<file path="src/rtl/imem_dmem_arbiter.sv">
// imem_dmem_arbiter
//   Shares one single-port memory between instruction fetch (IF) and data
//   access (MEM) in the unified-memory pipeline build. Accesses are
//   serialised by a three-state FSM. Each requester gets a combinational
//   stall line for the pipeline freeze logic. Memory side is req/ack with an
//   optional timeout that aborts a hung access and sets a sticky error flag.
//
// Handshake: x_req is raised with its address/data and held until x_valid.
//   Inputs are sampled only on the grant edge. x_valid is a one-cycle pulse.
//   If x_req is still high in the x_valid cycle, that is a new request.
//   ram_req is held with stable ram_we/addr/wdata until ram_ack, abort or reset.
//   ram_rdata is taken in the ram_ack cycle.
//
// Parameters: ADDR_W, DATA_W, TIMEOUT (0 = never abort), STARVE_MAX.
// Optional feature: define MEM_ARB_FAIR_EN to enable IF anti-starvation
//   (after STARVE_MAX MEM grants in a row with IF waiting, IF wins).
//
// Ports:
//   clk, rst                      clock, synchronous active-high reset
//   if_req/if_addr                fetch request and address
//   if_rdata/if_valid/if_stall    fetch response, completion pulse, stall
//   mem_req/mem_we/mem_addr/mem_wdata   data request
//   mem_rdata/mem_valid/mem_stall       data response, completion pulse, stall
//   ram_req/ram_we/ram_addr/ram_wdata   memory request (registered)
//   ram_ack/ram_rdata             memory completion and read data
//   err                           sticky timeout flag
//   dbg_state                     current FSM state (0 idle, 1 mem, 2 fetch)
module imem_dmem_arbiter #(
  parameter int ADDR_W     = 32,
  parameter int DATA_W     = 32,
  parameter int TIMEOUT    = 255,
  parameter int STARVE_MAX = 4
) (
  input  logic              clk,
  input  logic              rst,
  input  logic              if_req,
  input  logic [ADDR_W-1:0] if_addr,
  output logic [DATA_W-1:0] if_rdata,
  output logic              if_valid,
  output logic              if_stall,
  input  logic              mem_req,
  input  logic              mem_we,
  input  logic [ADDR_W-1:0] mem_addr,
  input  logic [DATA_W-1:0] mem_wdata,
  output logic [DATA_W-1:0] mem_rdata,
  output logic              mem_valid,
  output logic              mem_stall,
  output logic              ram_req,
  output logic              ram_we,
  output logic [ADDR_W-1:0] ram_addr,
  output logic [DATA_W-1:0] ram_wdata,
  input  logic              ram_ack,
  input  logic [DATA_W-1:0] ram_rdata,
  output logic              err,
  output logic [1:0]        dbg_state
);

  localparam logic [1:0] S_IDLE      = 2'd0;
  localparam logic [1:0] S_GRANT_MEM = 2'd1;
  localparam logic [1:0] S_GRANT_IF  = 2'd2;

  // Counter only needs to reach TIMEOUT-1; the abort fires on that cycle.
  localparam int TCW    = (TIMEOUT > 1) ? $clog2(TIMEOUT) : 1;
  localparam bit TMO_EN = (TIMEOUT != 0);

  logic [1:0]        r_state;
  logic              r_ram_req;
  logic              r_ram_we;
  logic [ADDR_W-1:0] r_ram_addr;
  logic [DATA_W-1:0] r_ram_wdata;
  logic [DATA_W-1:0] r_if_rdata;
  logic [DATA_W-1:0] r_mem_rdata;
  logic              r_if_valid;
  logic              r_mem_valid;
  logic              r_err;
  logic [TCW-1:0]    r_tcnt;

  logic w_starved;
  logic w_grant_mem;
  logic w_grant_if;
  logic w_tmo_hit;
  logic w_granted;

`ifdef MEM_ARB_FAIR_EN
  localparam int SCW = (STARVE_MAX > 0) ? $clog2(STARVE_MAX + 1) : 1;
  logic [SCW-1:0] r_starve;

  assign w_starved = (r_starve == SCW'(STARVE_MAX));

  // Counts MEM grants made while IF was waiting; saturates at STARVE_MAX.
  always_ff @(posedge clk) begin
    if (rst) begin
      r_starve <= '0;
    end else if (r_state == S_IDLE && (mem_req || if_req)) begin
      if (w_grant_if || !if_req) begin
        r_starve <= '0;
      end else if (!w_starved) begin
        r_starve <= r_starve + SCW'(1);
      end
    end
  end
`else
  assign w_starved = 1'b0;
`endif

  // MEM holds the older instruction, so it wins unless IF has starved.
  assign w_grant_mem = mem_req & ~(if_req & w_starved);
  assign w_grant_if  = if_req & ~w_grant_mem;
  assign w_tmo_hit   = TMO_EN && (r_tcnt == TCW'(TIMEOUT - 1));
  assign w_granted   = (r_state == S_GRANT_MEM) || (r_state == S_GRANT_IF);

  always_ff @(posedge clk) begin
    if (rst) begin
      r_state     <= S_IDLE;
      r_ram_req   <= 1'b0;
      r_ram_we    <= 1'b0;
      r_ram_addr  <= '0;
      r_ram_wdata <= '0;
      r_if_rdata  <= '0;
      r_mem_rdata <= '0;
      r_if_valid  <= 1'b0;
      r_mem_valid <= 1'b0;
      r_err       <= 1'b0;
      r_tcnt      <= '0;
    end else begin
      r_if_valid  <= 1'b0;
      r_mem_valid <= 1'b0;
      case (r_state)
        S_IDLE: begin
          r_tcnt <= '0;
          if (w_grant_mem) begin
            r_state     <= S_GRANT_MEM;
            r_ram_req   <= 1'b1;
            r_ram_we    <= mem_we;
            r_ram_addr  <= mem_addr;
            r_ram_wdata <= mem_wdata;
          end else if (w_grant_if) begin
            r_state     <= S_GRANT_IF;
            r_ram_req   <= 1'b1;
            r_ram_we    <= 1'b0;
            r_ram_addr  <= if_addr;
            r_ram_wdata <= '0;
          end
        end
        S_GRANT_MEM, S_GRANT_IF: begin
          if (ram_ack || w_tmo_hit) begin
            r_state   <= S_IDLE;
            r_ram_req <= 1'b0;
            r_ram_we  <= 1'b0;
            if (!ram_ack) begin
              r_err <= 1'b1;
            end
            if (r_state == S_GRANT_MEM) begin
              r_mem_valid <= 1'b1;
              // A completed store leaves the last load data in place.
              if (!ram_ack) begin
                r_mem_rdata <= '0;
              end else if (!r_ram_we) begin
                r_mem_rdata <= ram_rdata;
              end
            end else begin
              r_if_valid <= 1'b1;
              r_if_rdata <= ram_ack ? ram_rdata : '0;
            end
          end else begin
            r_tcnt <= r_tcnt + TCW'(1);
          end
        end
        default: begin
          r_state   <= S_IDLE;
          r_ram_req <= 1'b0;
        end
      endcase
    end
  end

  assign if_rdata  = r_if_rdata;
  assign if_valid  = r_if_valid;
  assign if_stall  = if_req & ~r_if_valid;
  assign mem_rdata = r_mem_rdata;
  assign mem_valid = r_mem_valid;
  assign mem_stall = mem_req & ~r_mem_valid;
  assign ram_req   = r_ram_req & w_granted;
  assign ram_we    = r_ram_we;
  assign ram_addr  = r_ram_addr;
  assign ram_wdata = r_ram_wdata;
  assign err       = r_err;
  assign dbg_state = r_state;

endmodule

</file>
<file path="config.mk">
export PLATFORM = sky130hd
export DESIGN_NAME = imem_dmem_arbiter
export DESIGN_NICKNAME = d
export VERILOG_FILES = /design/src/rtl/imem_dmem_arbiter.sv
export SDC_FILE = /design/constraint.sdc
export NUM_CORES = 1
export LEC_CHECK = 0
export ABC_AREA = 1
export CAP_MARGIN = 20
export CORE_MARGIN = 4
export CORE_UTILIZATION = 25
export CTS_BUF_LIST = sky130_fd_sc_hd__clkbuf_8
export CTS_CLUSTER_DIAMETER = 50
export DETAILED_ROUTE_END_ITERATION = 10
export DONT_BUFFER_PORTS = 1
export PLACE_DENSITY_LB_ADDON = 0.12
export SLEW_MARGIN = 25
export SYNTH_ARGS = -nofsm -noshare
export SYNTH_HDL_FRONTEND = slang
export SYNTH_SLANG_ARGS = --single-unit
</file>
<file path="constraint.sdc">
create_clock -name clk -period 4.1 [get_ports clk]
set_input_delay 1.23 -clock clk [delete_from_list [all_inputs] [get_ports clk]]
set_output_delay 1.23 -clock clk [all_outputs]
set_load 0.005 [all_outputs]
</file>
==> qor.yml, run 1 <==
status: "complete, no violations"
start_util: 0.2536
slowest_delay_ps: 190
worstPathCellList: "inv_2, nor2_1"
criticalPathCategory: "input port to output pin"
die_w_um: 164.8
ys_seq_elements: 143
antenna_left: 0
n_antenna_cell: 0
wire_per_inst_um: 16.33
grt_pass1_wl_mm: 30.02
hold_buffers: 0
crit_required_ps: 2870
netlist_area_sq_um: 6150
crit_family: "buffers and inverters"
postCtsSetupRepairBufs: 0
maxCapViolations: 0
root_buffer: "clkbuf_8"
vdd_drop_max_uv: 175.2
dp_hpwl_mm: 13.08
crit_buf_inv: 1
fmax_mhz: 362.7
port_buffers: 0
r2r-end: "r_tcnt[4]"
ys_types: 27
holdPathStages: 2
r2r_cells: 9
syn2layout_area_growth_pct: 9.603
period_share: 0.6724
grt_max_degree: 105
drt-pass1-iter-count: 4
synth_nets: 1034
rows: 57
cp_max_fo: 35
hold_class: "register to register"
cts_resized: 0
place_ws_ps: 1322
worstSetupStartpointType: "input port"
r2r_start: "dbg_state[0]"
yosysWarnings: 0
clk_pin_slew_ps: 90
rsz0062_at_grt: "no"
setup_viol: 0
numCtsBuffers: 17
nets: 1000
fin_cells: 1199
layout_commonest_cell: "nand2_1"
io_pins: 271
rrSetupSlack_ps: 1840
grt_usage: 0.1426
seq_area_frac_synth: 0.4655
worstSkewPairLatency_ps: 460
finalWirelength_mm: 19.58
cts_sinks: 143
grt-ovfl-total: 0
setup_ws_ps: 1343
h-tree-depth: 4
cp-end-kind: "output pin"
gp_congestion: 0.7246
antenna_found_initial: 0
grt_pass1_vias: 5345
syn_inst: 896
vias: 5387
drv_slew: 0
dieArea_sq_um: 27170
finalSetupTns_ps: 0
worst_slew_pin_slew_ps: 983.8
skew_ps: 15.64
hold-path-endpoint: "r_ram_req"
drc: 0
power-per-cell-area_nw_per_um2: 486.9
coreArea_sq_um: 24250
avgSynthCellArea_sq_um: 6.863
die_h_um: 164.8
hold_start: "r_ram_req"
crit_slowest_cell: "inv_2"
finalCriticalPeriod_ps: 2757
hold_violations: 0
timing.slew.headroom: 0.3401
vias_per_cell: 4.493
arrival_ps: 1530
cts_tree: "yes"
clockBufferDepth: 2
placedCellCount: 1167
p_leak_nw: 2.961
final_cell_mix: "nand2_1, dfxtp_1, nor2_1"
drtIter0Drc: 341
drive_gt1_frac: 0.05600
[logic make-up (layout without fill, tap and decap cells)]
family | after synthesis | after routing | share of synthesized area
AO/OA/AOI/OAI | 143 | 143 | 0.1255
adder cells (fa/ha/maj) | 4 | 4 | 0.008139
buffers and inverters | 175 | 154 | 0.1150
flip-flops | 143 | 143 | 0.4655
AND/OR/NAND/NOR | 431 | 431 | 0.2859
[flip-flops by register name, indices dropped and copies added (netlist names)]
signal and count:
if_valid 1, if_rdata 32, dbg_state 2, ram_we 1, ram_addr 32, mem_valid 1, ram_wdata 32, r_ram_req 1
r_tcnt 8, err 1, mem_rdata 32
[cells in the mapped netlist (all sizes together)]
cell,number,area share
inv,115,0.070
a21oi,44,0.038
nor3,1,0.00081
clkbuf,29,0.018
a31oi,32,0.033
ha,4,0.0081
o21ai,65,0.053
nor3b,1,0.0012
dfxtp,143,0.47
nand4,33,0.034
nor2,120,0.074
nand2,261,0.16
o21a,2,0.0024
clkinv,1,0.00061
nand3b,2,0.0024
buf,30,0.026
or2,1,0.0010
nand3,12,0.012
[area by class of cell]
class	instances	area, sq um
Fill cell	2772	17510
Sequential cell	143	2863
Clock buffer	17	234.0
Inverter	116	435.4
Timing Repair Buffer	6	57.56
Multi-Input combinational cell	578	2580
Tap cell	324	405.4
Clock inverter	15	165.2
[report_power, final]
| group | leakage, nW | internal [mW] | total (mW) | switching, mW |
|---|---|---|---|---|
| sequential | 1.17 | 1.52 | 1.64 | 0.121 |
| combinational | 1.59 | 0.156 | 0.481 | 0.325 |
| clock | 0.202 | 0.468 | 1.16 | 0.688 |
[stage by stage]
stage,hold slack (ps),utilization,power [mW],instance area [sq um]
after floorplan,440.0,-,2.044,6150
after global placement,449.3,0.2615,2.175,6341
after detailed placement,451.2,0.2615,2.171,6341
after CTS,465.2,0.2780,3.360,6740
after global routing,494.1,0.2780,3.521,6740
final,464.9,0.2780,3.281,6740
[how the worst max path moves through the flow]
stage / depth (start not counted) / start / to
CTS: 4 / dbg_state[1] / ram_req
detailed placement: 2 / mem_req / mem_stall
global route: 4 / dbg_state[1] / ram_req
floorplan: 4 / mem_req / mem_stall
global placement: 2 / mem_req / mem_stall
finish: 2 / mem_req / mem_stall
[layer usage]
| layer | share of wire | vias to the layer above | global-route usage | wire length (um) |
|---|---|---|---|---|
| met5 | 0 | - | 0 | 0 |
| met4 | 0.016 | 0 | 0.04877 | 306 |
| met3 | 0.11 | 18 | 0.06089 | 2176 |
| met2 | 0.44 | 222 | 0.2210 | 8610 |
| met1 | 0.43 | 2410 | 0.1778 | 8491 |
| li1 | - | 2737 | - | - |
Note: power is estimated with default switching activity, not from simulation.
==> run 2: changes to the inputs <==
==> constraint.sdc (replaced) <==
create_clock -name clk -period 2.71 [get_ports clk]
set_input_delay 0.813 -clock clk [delete_from_list [all_inputs] [get_ports clk]]
set_output_delay 0.813 -clock clk [all_outputs]
set_load 0.005 [all_outputs]
==> run 2 against run 1 <==
  * Flip-flop and latch count unchanged
  * Utilization is 0.098 points higher
  * Power rose by 51%
  * Setup slack worse by 930 ps
  * Cell count rose by 0.58%
  * Sequential share of layout area is 0.15 points lower
  * First-iteration DRC count decreased by 38%
  * Clock skew is 1.8 ps higher
  * Global-route usage about the same
==> qor.yml, run 2 (synthesized netlist as in run 1, its figures left out) <==
syn2layout_area_growth_pct: 9.990
worstPathCellList: "inv_1, ha_1, nand2_1, inv_1"
antenna_left: 0
cts_sinks: 143
grt_pass1_wl_mm: 30.19
worstSetupStartpointType: "register"
rsz0062_at_grt: "no"
finalWirelength_mm: 19.69
root_buffer: "clkbuf_8"
finalCriticalPeriod_ps: 2296
layout_commonest_cell: "nand2_1"
cts_resized: 0
multi_input_area_sq_um: 2580
arrival_ps: 1480
die_w_um: 164.8
nets: 1007
swShare: 0.3324
die_h_um: 164.8
worst_slew_pin_slew_ps: 976.1
antenna_found_initial: 0
p_leak_nw: 2.988
vias_per_cell: 4.453
rows: 57
period_share: 0.8474
drv_slew: 0
h-tree-depth: 4
clockBufferDepth: 2
postCtsSetupRepairBufs: 0
hold_class: "input port to register"
cp_max_fo: 4
drc: 0
port_buffers: 0
r2r_start: "dbg_state[0]"
criticalPathCategory: "register to output pin"
status: "complete, no violations"
io_pins: 271
hold_start: "rst"
cp-end-kind: "output pin"
crit_required_ps: 1900
grt_max_degree: 67
drt-pass1-iter-count: 4
worstSkewPairLatency_ps: 440
grt-ovfl-total: 0
numCtsBuffers: 17
finalSetupTns_ps: 0
drtIter0Drc: 211
drive_gt1_frac: 0.06236
crit_slowest_cell: "dfxtp_1"
cpMostUsedCell: "inv_1"
setup_ws_ps: 413.5
coreArea_sq_um: 24250
slowest_delay_ps: 450
timing.slew.headroom: 0.3486
clk_pin_slew_ps: 100
worstSetupStartpoint: "dbg_state[0]"
dp_hpwl_mm: 13.72
cts_tree: "yes"
maxCapViolations: 0
final_cell_mix: "nand2_1, dfxtp_1, nor2_1"
wire_per_inst_um: 16.32
comb_power_share: 0.149
seqPwrFrac: 0.502
vdd_drop_max_uv: 335.8
power_mw: 4.955
grt_usage: 0.1424
start_util: 0.2536
hold_buffers: 0
power-per-cell-area_nw_per_um2: 732.6
hold_violations: 0
fillers: 2746
gp_congestion: 0.7274
n_antenna_cell: 0
grt_pass1_vias: 5243
fmax_mhz: 435.5
skew_ps: 17.43
power.internal_mw: 3.308
place_ws_ps: 511.4
vias: 5370
dieArea_sq_um: 27170
clockPowerShare: 0.349
regArea_sq_um: 2863
setup_viol: 0
power.switching_mw: 1.647
[run 2: path summary, 6_finish.rpt]
path | to | cells past startpoint | slack, ps
worst max-delay path | ram_req | 4 | 410
worst min register to register | r_ram_req | 2 | 480
worst min-delay path | ram_wdata[11] | 1 | 410
worst max register to register | mem_rdata[11] | 7 | 550
[run 2: worst max-delay path: cells and delay by family (launching register included)]
kind / cells / cell delay, ps
adders and majority gates: 1 / 340
DFF: 1 / 450
and+or+nand+nor: 1 / 120
buffers and inverters: 2 / 140
[run 2: final cells by class]
class | instances | area share
inverters | 116 | 0.06437
flip-flops and latches | 143 | 0.4232
clock buffers | 17 | 0.03459
multi-input cells | 578 | 0.3814
clock inverters | 15 | 0.02201
well taps | 324 | 0.05993
repair buffers | 13 | 0.01443
[run 2: routing by layer]
metal	vias up	global-route usage	wire length, um
met3	8	0.06439	2296
met5	-	0	0
li1	2747	-	-
met4	0	0.03403	153
met2	210	0.2283	8866
met1	2405	0.1752	8370
[run 2: metrics by stage]
stage | std cells | util | hold WS (ps) | area (sq um)
2_1_floorplan | 896 | - | 440.0 | 6150
3_3_place_gp | 1174 | 0.2632 | 467.1 | 6381
3_5_place_dp | 1174 | 0.2632 | 469.0 | 6381
4_1_cts | 1206 | 0.2789 | 374.3 | 6764
5_1_grt | 1206 | 0.2789 | 362.5 | 6764
6_report | 1206 | 0.2789 | 412.1 | 6764
[run 2: power by group through the flow]
stage	logic, mW	registers [mW]	clock network [mW]
after floorplan	0.627	2.47	0
after global placement	0.756	2.55	0
after detailed placement	0.757	2.54	0
after CTS	0.758	2.50	1.82
after global routing	0.880	2.52	1.92
final	0.740	2.49	1.73
==> run 3: changes to the inputs <==
==> constraint.sdc (replaced) <==
create_clock -name clk -period 2 [get_ports clk]
set_input_delay 0.6 -clock clk [delete_from_list [all_inputs] [get_ports clk]]
set_output_delay 0.6 -clock clk [all_outputs]
set_load 0.005 [all_outputs]
==> run 3 against run 2 <==
  * Utilization increased by 0.89 points
  * Flip-flop and latch count unchanged
  * Register-to-register slack got worse by 270 ps
  * Critical endpoint unchanged
==> qor.yml, run 3 (synthesized netlist as in run 1, its figures left out) <==
status: "complete, no violations"
finalWirelength_mm: 19.82
slowest_delay_ps: 350
setup_viol: 0
skew_ps: 11.91
grt_max_degree: 73
grt_pass1_wl_mm: 29.57
fin_hold_ws_ps: 205.2
hold_violations: 0
die_w_um: 164.8
vias_per_cell: 4.431
worstPathCellList: "inv_2, ha_4, nand2_2, inv_2"
crit_cells: 4
cts_sinks: 143
power_mw: 6.875
crit_family: "flip-flops"
worstSetupStartpoint: "dbg_state[1]"
rows: 57
rrSetupSlack_ps: 280
finalCriticalPeriod_ps: 1824
multi_input_area_sq_um: 2595
drv_slew: 0
worstSetupStartpointType: "register"
port_buffers: 0
syn2layout_area_growth_pct: 13.49
antenna_found_initial: 0
criticalPathCategory: "register to output pin"
drive_gt1_frac: 0.08277
root_buffer: "clkbuf_8"
use_met1: 0.1754
design_area_sq_um: 6979
r2r-end: "mem_rdata[6]"
arrival_ps: 1220
crit_required_ps: 1400
place_ws_ps: 269.3
dp_hpwl_mm: 13.61
final_util: 0.2878
cp_max_fo: 3
regArea_sq_um: 2865
fillers: 2720
hold_buffers: 0
grt-ovfl-total: 0
gp_congestion: 0.7538
finalSetupTns_ps: 0
dieArea_sq_um: 27170
drt-pass1-iter-count: 4
vias: 5397
start_util: 0.2536
wire_per_inst_um: 16.27
hold_class: "input port to register"
vdd_drop_max_uv: 288.8
cpMostUsedCell: "inv_2"
layout_commonest_cell: "nand2_1"
grt_pass1_vias: 5111
numCtsBuffers: 17
grt_usage: 0.1400
use_met2: 0.2197
nets: 1019
crit_slowest_cell: "dfxtp_2"
drtIter0Drc: 279
fin_cells: 1218
rsz0062_at_grt: "no"
crit_buf_inv: 2
placed_cell_area_sq_um: 6509
power-per-cell-area_nw_per_um2: 985.0
r2r_start: "r_tcnt[0]"
fmax_mhz: 548.1
p_leak_nw: 3.086
cts_tree: "yes"
placedCellCount: 1181
setup_ws_ps: 175.6
antenna_left: 0
timing.slew.headroom: 0.5890
grt_busiest_layer: "met2"
cp-endpoint: "ram_req"
cp-end-kind: "output pin"
h-tree-depth: 4
r2r_cells: 10
clk_pin_slew_ps: 110
io_pins: 271
final_cell_mix: "nand2_1, dfxtp_1, nor2_1"
coreArea_sq_um: 24250
met3_usage: 0.06139
clockBufferDepth: 2
n_antenna_cell: 0
maxCapViolations: 0
worst_slew_pin_slew_ps: 615.6
period_share: 0.9122
die_h_um: 164.8
drc: 0
worstSkewPairLatency_ps: 450
run 3: changes by cell type in the layout (fill, tap and decap cells not counted), sizes merged:
cell / change
buf: +11
bufbuf: +1
bufinv: -1
clkinv: -1
clkinvlp: +1
inv: +1
run 3: layout make-up:
type | count | area share
Multi-Input combinational cell | 578 | 0.3718
Clock buffer | 17 | 0.03352
Tap cell | 324 | 0.05809
Clock inverter | 15 | 0.02420
Sequential cell | 143 | 0.4105
Inverter | 116 | 0.06239
Timing Repair Buffer | 25 | 0.03944
run 3: how the worst min path moves through the flow:
stage	endpoint	cells past startpoint	from
after floorplan	r_ram_req	2	r_ram_req
after global placement	r_ram_req	2	r_ram_req
after detailed placement	r_ram_req	2	r_ram_req
after CTS	ram_wdata[9]	1	rst
after global routing	ram_wdata[18]	1	rst
final	ram_wdata[11]	1	rst
run 3: timing repair:
action,CTS,global route
cloned,1,0
hold endpoints to repair,0,0
gates resized for setup,6,2
pin swaps,1,1
setup endpoints to repair,1,1
setup buffers,2,3
run 3: report_power, final:
part	total, mW	internal (mW)	leakage [nW]	switching, mW
registers	3.37	3.12	1.17	0.242
logic	1.15	0.440	1.72	0.708
clock network	2.36	0.952	0.197	1.41
run 3: metal layers:
layer  vias to the layer above  share of wire
met5                         -              0
met4                         0          0.010
met3                        12           0.11
met2                       215           0.44
met1                      2396           0.44
li1                       2774              -
